==> src/rtl/run_ctrl.sv <==
// -----------------------------------------------------------------------------
// run_ctrl
//
// Batch run controller for the TopLevel processor. It owns the core's
// Reset/Start/Ack handshake, arbitrates the single data-memory port between
// the host and the running core, counts run cycles and aborts runaway programs
// once a programmable cycle limit is reached.
//
// Ports
//   Clk, Reset_n          system clock, asynchronous active-low reset
//   Go                    host launch request (rising edge acts)
//   TimeoutLimit          max RUN cycles, 0 disables the timeout
//   HostWrEn/Addr/WrData  host memory port;  HostRdData back to host
//   HostGrant             host currently owns the data-memory port
//   CoreReset/CoreStart   drive TopLevel.Reset / TopLevel.Start
//   CoreAck               TopLevel.Ack done flag
//   CoreWrEn/Addr/WrData  core memory port;  CoreRdData back to core
//   DmWrEn/Addr/WrData    to data memory;    DmRdData from data memory
//   Busy/Done/TimedOut    run status
//   CycleCount            RUN cycles of the current or last run
// -----------------------------------------------------------------------------
module run_ctrl #(
    parameter int RST_CYC   = 2,
    parameter int START_CYC = 1,
    parameter int AW        = 8,
    parameter int DW        = 8,
    parameter int CW        = 16
) (
    input  logic          Clk,
    input  logic          Reset_n,
    input  logic          Go,
    input  logic [CW-1:0] TimeoutLimit,
    input  logic          HostWrEn,
    input  logic [AW-1:0] HostAddr,
    input  logic [DW-1:0] HostWrData,
    output logic [DW-1:0] HostRdData,
    output logic          HostGrant,
    output logic          CoreReset,
    output logic          CoreStart,
    input  logic          CoreAck,
    input  logic          CoreWrEn,
    input  logic [AW-1:0] CoreAddr,
    input  logic [DW-1:0] CoreWrData,
    output logic [DW-1:0] CoreRdData,
    output logic          DmWrEn,
    output logic [AW-1:0] DmAddr,
    output logic [DW-1:0] DmWrData,
    input  logic [DW-1:0] DmRdData,
    output logic          Busy,
    output logic          Done,
    output logic          TimedOut,
    output logic [CW-1:0] CycleCount
);

    typedef enum logic [2:0] {
        S_IDLE,
        S_RST,
        S_START,
        S_RUN,
        S_DONE,
        S_TIMEOUT
    } state_e;

    // Phase counter is shared by RST and START, so size it for the longer one.
    localparam int PMAX = (RST_CYC > START_CYC) ? RST_CYC : START_CYC;
    localparam int PW   = (PMAX > 1) ? $clog2(PMAX) : 1;

    localparam logic [PW-1:0] RST_LAST   = PW'(RST_CYC - 1);
    localparam logic [PW-1:0] START_LAST = PW'(START_CYC - 1);
    localparam logic [CW-1:0] CNT_MAX    = '1;

    state_e        state_q, state_d;
    logic [PW-1:0] phase_q, phase_d;
    logic [CW-1:0] cnt_q,   cnt_d;
    logic          go_q;
    logic          go_rise;
    logic          host_own;

    assign go_rise = Go & ~go_q;

    // -------------------------------------------------------------------------
    // State, phase, cycle counter and Go edge-detect registers
    // -------------------------------------------------------------------------
    always_ff @(posedge Clk or negedge Reset_n) begin
        if (!Reset_n) begin
            state_q <= S_IDLE;
            phase_q <= '0;
            cnt_q   <= '0;
            go_q    <= 1'b0;
        end else begin
            state_q <= state_d;
            phase_q <= phase_d;
            cnt_q   <= cnt_d;
            go_q    <= Go;
        end
    end

    // -------------------------------------------------------------------------
    // Next-state logic
    // -------------------------------------------------------------------------
    always_comb begin
        state_d = state_q;
        phase_d = phase_q;
        cnt_d   = cnt_q;
        case (state_q)
            S_IDLE, S_DONE, S_TIMEOUT: begin
                // Launch from any resting state; a fresh run starts its count at 0.
                if (go_rise) begin
                    state_d = S_RST;
                    phase_d = '0;
                    cnt_d   = '0;
                end
            end
            S_RST: begin
                if (phase_q == RST_LAST) begin
                    state_d = S_START;
                    phase_d = '0;
                end else begin
                    phase_d = phase_q + PW'(1);
                end
            end
            S_START: begin
                if (phase_q == START_LAST) begin
                    state_d = S_RUN;
                    phase_d = '0;
                end else begin
                    phase_d = phase_q + PW'(1);
                end
            end
            S_RUN: begin
                // Ack is checked first so it wins when it lands on the limit.
                // The count is frozen on the exit edge, leaving the value that
                // was compared against the limit visible in DONE/TIMEOUT.
                if (CoreAck) begin
                    state_d = S_DONE;
                end else if ((TimeoutLimit != '0) && (cnt_q == TimeoutLimit)) begin
                    state_d = S_TIMEOUT;
                end else if (cnt_q != CNT_MAX) begin
                    cnt_d = cnt_q + CW'(1);
                end
            end
            default: begin
                state_d = S_IDLE;
                phase_d = '0;
            end
        endcase
    end

    // -------------------------------------------------------------------------
    // Status and handshake outputs (decoded from state only)
    // -------------------------------------------------------------------------
    always_comb begin
        host_own  = 1'b1;
        CoreReset = 1'b1;
        CoreStart = 1'b0;
        Busy      = 1'b0;
        Done      = 1'b0;
        TimedOut  = 1'b0;
        case (state_q)
            S_RST: begin
                Busy = 1'b1;
            end
            S_START: begin
                host_own  = 1'b0;
                CoreReset = 1'b0;
                CoreStart = 1'b1;
                Busy      = 1'b1;
            end
            S_RUN: begin
                host_own  = 1'b0;
                CoreReset = 1'b0;
                Busy      = 1'b1;
            end
            S_DONE:    Done     = 1'b1;
            S_TIMEOUT: TimedOut = 1'b1;
            default: ;
        endcase
    end

    assign HostGrant  = host_own;
    assign CycleCount = cnt_q;

    // -------------------------------------------------------------------------
    // Data-memory arbitration: pure mux, zero added latency. The non-owner
    // cannot write and sees zero read data, so a host write during a run is
    // silently dropped.
    // -------------------------------------------------------------------------
    assign DmWrEn     = host_own ? HostWrEn   : CoreWrEn;
    assign DmAddr     = host_own ? HostAddr   : CoreAddr;
    assign DmWrData   = host_own ? HostWrData : CoreWrData;
    assign HostRdData = host_own ? DmRdData   : '0;
    assign CoreRdData = host_own ? '0         : DmRdData;

endmodule

==> config.mk <==
export PLATFORM = sky130hd
export DESIGN_NAME = run_ctrl
export DESIGN_NICKNAME = d
export VERILOG_FILES = /design/src/rtl/run_ctrl.sv
export SDC_FILE = /design/constraint.sdc
export NUM_CORES = 1
export LEC_CHECK = 0
export CAP_MARGIN = 10
export CORE_AREA = 2 2 73 75
export DETAILED_ROUTE_END_ITERATION = 6
export DIE_AREA = 0 0 75 77
export PLACE_DENSITY_LB_ADDON = 0.1
export SETUP_SLACK_MARGIN = 0.05
export SYNTH_ARGS = -nofsm -noshare
export SYNTH_HDL_FRONTEND = slang
export SYNTH_SLANG_ARGS = --single-unit
export TNS_END_PERCENT = 30
==> constraint.sdc <==
create_clock -name Clk -period 2.9 [get_ports Clk]
set_clock_uncertainty 0.1 [all_clocks]
set_input_delay 0.435 -clock Clk [delete_from_list [all_inputs] [get_ports Clk]]
set_output_delay 0.435 -clock Clk [all_outputs]
set_load 0.05 [all_outputs]
==> results of run 1 <==
-- cell usage in the layout, fill, tap and decap left out, types with 2 or more instances in the layout --
cell / count
a21oi_1: 4
a31oi_1: 12
and2_1: 17
and3_1: 7
buf_4: 40
clkbuf_8: 3
clkdlybuf4s50_1: 80
dfrtp_1: 21
inv_1: 9
mux2i_1: 3
nand2_1: 69
nand2b_1: 3
nand3_1: 8
nand4_1: 5
nor2_1: 10
nor2b_1: 2
nor3_1: 7
nor4_1: 4
o21a_1: 5
o21ai_0: 4
o221ai_1: 2
o31a_1: 4
or3_1: 2
xnor2_1: 16
-- per-layer routing --
| layer | vias to the layer above | part of all wire (%) | GRT usage (%) |
|---|---|---|---|
| li1 | 1072 | - | - |
| met1 | 990 | 42 | 27.8 |
| met2 | 85 | 50 | 35.9 |
| met3 | 12 | 6.0 | 3.94 |
| met4 | 0 | 1.7 | 5.89 |
| met5 | - | 0 | 0 |
-- worst paths after layout --
| kind | startpoint | endpoint | cells past startpoint |
|---|---|---|---|
| worst max register to register | CycleCount[0] | CycleCount[10] | 7 |
| worst min register to register | phase_q | phase_q | 1 |
| min in group Clk | phase_q | phase_q | 1 |
| worst min-delay path | Reset_n | CycleCount[5] | 2 |
| worst max-delay path | CycleCount[0] | CycleCount[10] | 7 |
| max in group asynchronous | Reset_n | CycleCount[4] | 2 |
-- metrics by stage --
stage | area (um^2) | hold WS (ns) | setup slack, ns
after detailed placement | 2940 | 0.402 | 0.209
after global routing | 2980 | 0.435 | 0.109
after CTS | 2980 | 0.417 | 0.240
final | 2980 | 0.414 | 0.257
after global placement | 2940 | 0.407 | 0.247
after floorplan | 1810 | 0.0394 | 0.182
-- state kept, by name, indices dropped and copies added, names as in the netlist --
name	cells
phase_q	1
state_q	3
CycleCount	16
go_q	1
-- cells in the mapped netlist, types with 5 or more instances --
cell | count | area share [%]
nand2_1 | 69 | 14
dfrtp_1 | 21 | 29
and2_1 | 17 | 5.9
xnor2_1 | 16 | 7.8
a31oi_1 | 12 | 4.2
nor2_1 | 10 | 2.1
inv_1 | 9 | 1.9
nand3_1 | 8 | 2.2
and3_1 | 7 | 2.4
clkbuf_1 | 7 | 1.5
nor3_1 | 7 | 1.9
nand4_1 | 5 | 1.7
o21a_1 | 5 | 2.1
-- cells by family (layout without fill, tap and decap cells) --
family                   count (synthesis)  in the layout  share of synthesized area [%]
multiplexers                             3              3                           1.66
adder cells (fa/ha/maj)                  1              1                          0.692
AND/OR/NAND/NOR                        142            142                           38.7
AO/OA/AOI/OAI                           40             40                           15.9
XOR/XNOR                                16             16                           7.76
buffers and inverters                   23            134                           6.23
flip-flops                              21             21                           29.1
-- report_power, final --
group	total [uW]	leakage (uW)	internal [uW]	switching (uW)
Combinational	2040	0.000985	679	1370
Sequential	515	0.000281	370	145
Clock	195	0.0000255	95.8	99.2
-- worst max-delay path: cells and delay by family (launching register included) --
family          cells  cell delay [ns]
compound gates      2             0.78
fa+ha+maj           1             0.26
flops               1             0.46
simple gates        4             0.89
-- area by class of cell --
class                      count  area, um^2  area share [%]
clock buffer                   3        41.3            1.38
clock inverter                 1        5.00           0.168
inverter                       9        33.8            1.13
multi-input combinational    202        1170            39.2
sequential                    21         526            17.6
tap                           70        87.6            2.94
timing repair buffer         121        1120            37.6
==> results.cfg, run 1 <==
[clocking]
clock_latency_ns = 0.26
cts_setup_buffers = 0
cts_root_buf = clkbuf_8
cts-resized-gates = 0
cts_buffers = 3
cts.path.max_buffers = 2
cts.sinks = 21
htree_levels = 1
clk_pin_slew_ns = 0.08
hold_buffers = 0
cts_tree = built

[worst_setup_path]
crit_fanout = 14
slowest_delay_ns = 0.56
rrSetupSlack_ns = 0.26
crit_slowest_cell = o21ai_2
critical_path_class = reg2reg
cp.arrival_ns = 2.66
path_cells = ha_1 > and3_2 > nand3_2 > nor4_2 > or3_1 > o21ai_2 > o221ai_1
critPathRequiredTime_ns = 2.92
end_kind = flop
startpoint_type = flop

[sta]
fmax_mhz = 378
worstMarginPinSlew_ns = 0.772
hold_viol = 0
rsz0062_at_grt = no
finalSetupViolCount = 0
fin_crit_ns = 2.64
timing.final.crit_share_pct = 91.1
drv_slew = 0
relSlewSlack_pct = 48.4
fin_setup_tns_ns = 0

[synthesis]
synth_warnings = 0
synth_flop_cell = dfrtp_1
ys_seq_area_share_pct = 29.1
synthArstFlopShare_pct = 100
synth_edf_count = 0
synthCells = 246
yosys_register_bits = 21
synth_fp_nets = 309
synth_area_um2 = 1810
ys_types = 43
syn_avg_cell_area_um2 = 7.34

[floorplan]
io_pins = 117
core_area_um2 = 4980
rows = 26
initial_utilization_pct = 36.3
fp.dieW_um = 75
die_h_um = 77
fp.dieArea_um2 = 5780

[route]
final_antenna_net_count = 0
drcViolationCount = 0
vias = 2159
wl_per_cell_um = 14.1
drtPass1Iterations = 4
drtIter0Drc = 140
drt-vias-per-instance = 5.06
drt-total-wl_um = 6040

[grt]
grt_pass1_vias = 2162
grt_max_degree = 28
grt_first_pass_wirelength_um = 9940
overflow = 0
track_usage_pct = 21.5
antenna_found_initial = 0

[final_layout]
layout-drive-gt1-share_pct = 14.8
n_fill_cell = 470
postLayoutCoreUtil_pct = 59.9
fin_cells = 427
layout.nets = 421
antennaDiodeCount = 0
area_delta_synth_final_pct = 65.1

[pwr]
powerDensity_nw_per_um2 = 923
ir_drop_v = 0.000621
fin_total_pwr_uw = 2750
leakage_uw = 0.00129

[placement]
portBuffers = 116
dp_hpwl_um = 4770
gp_congestion = 0.824
dp.cells = 423

[run_status]
status = completed

[job]
maxCapViolCount = 0

[worst_hold_path]
min_path_type = in2async
Note: power is estimated with default switching activity, not from simulation.
==> inputs of run 2 (changes only) <==
- SLEW_MARGIN: default -> 30
==> results of run 2 <==
Final layout, timing and power as in run 1 (identical DEF).
==> inputs of run 3 (changes only) <==
- CTS_CLUSTER_DIAMETER: default -> 80
==> results of run 3 <==
Final layout, timing and power as in run 1 (identical DEF).
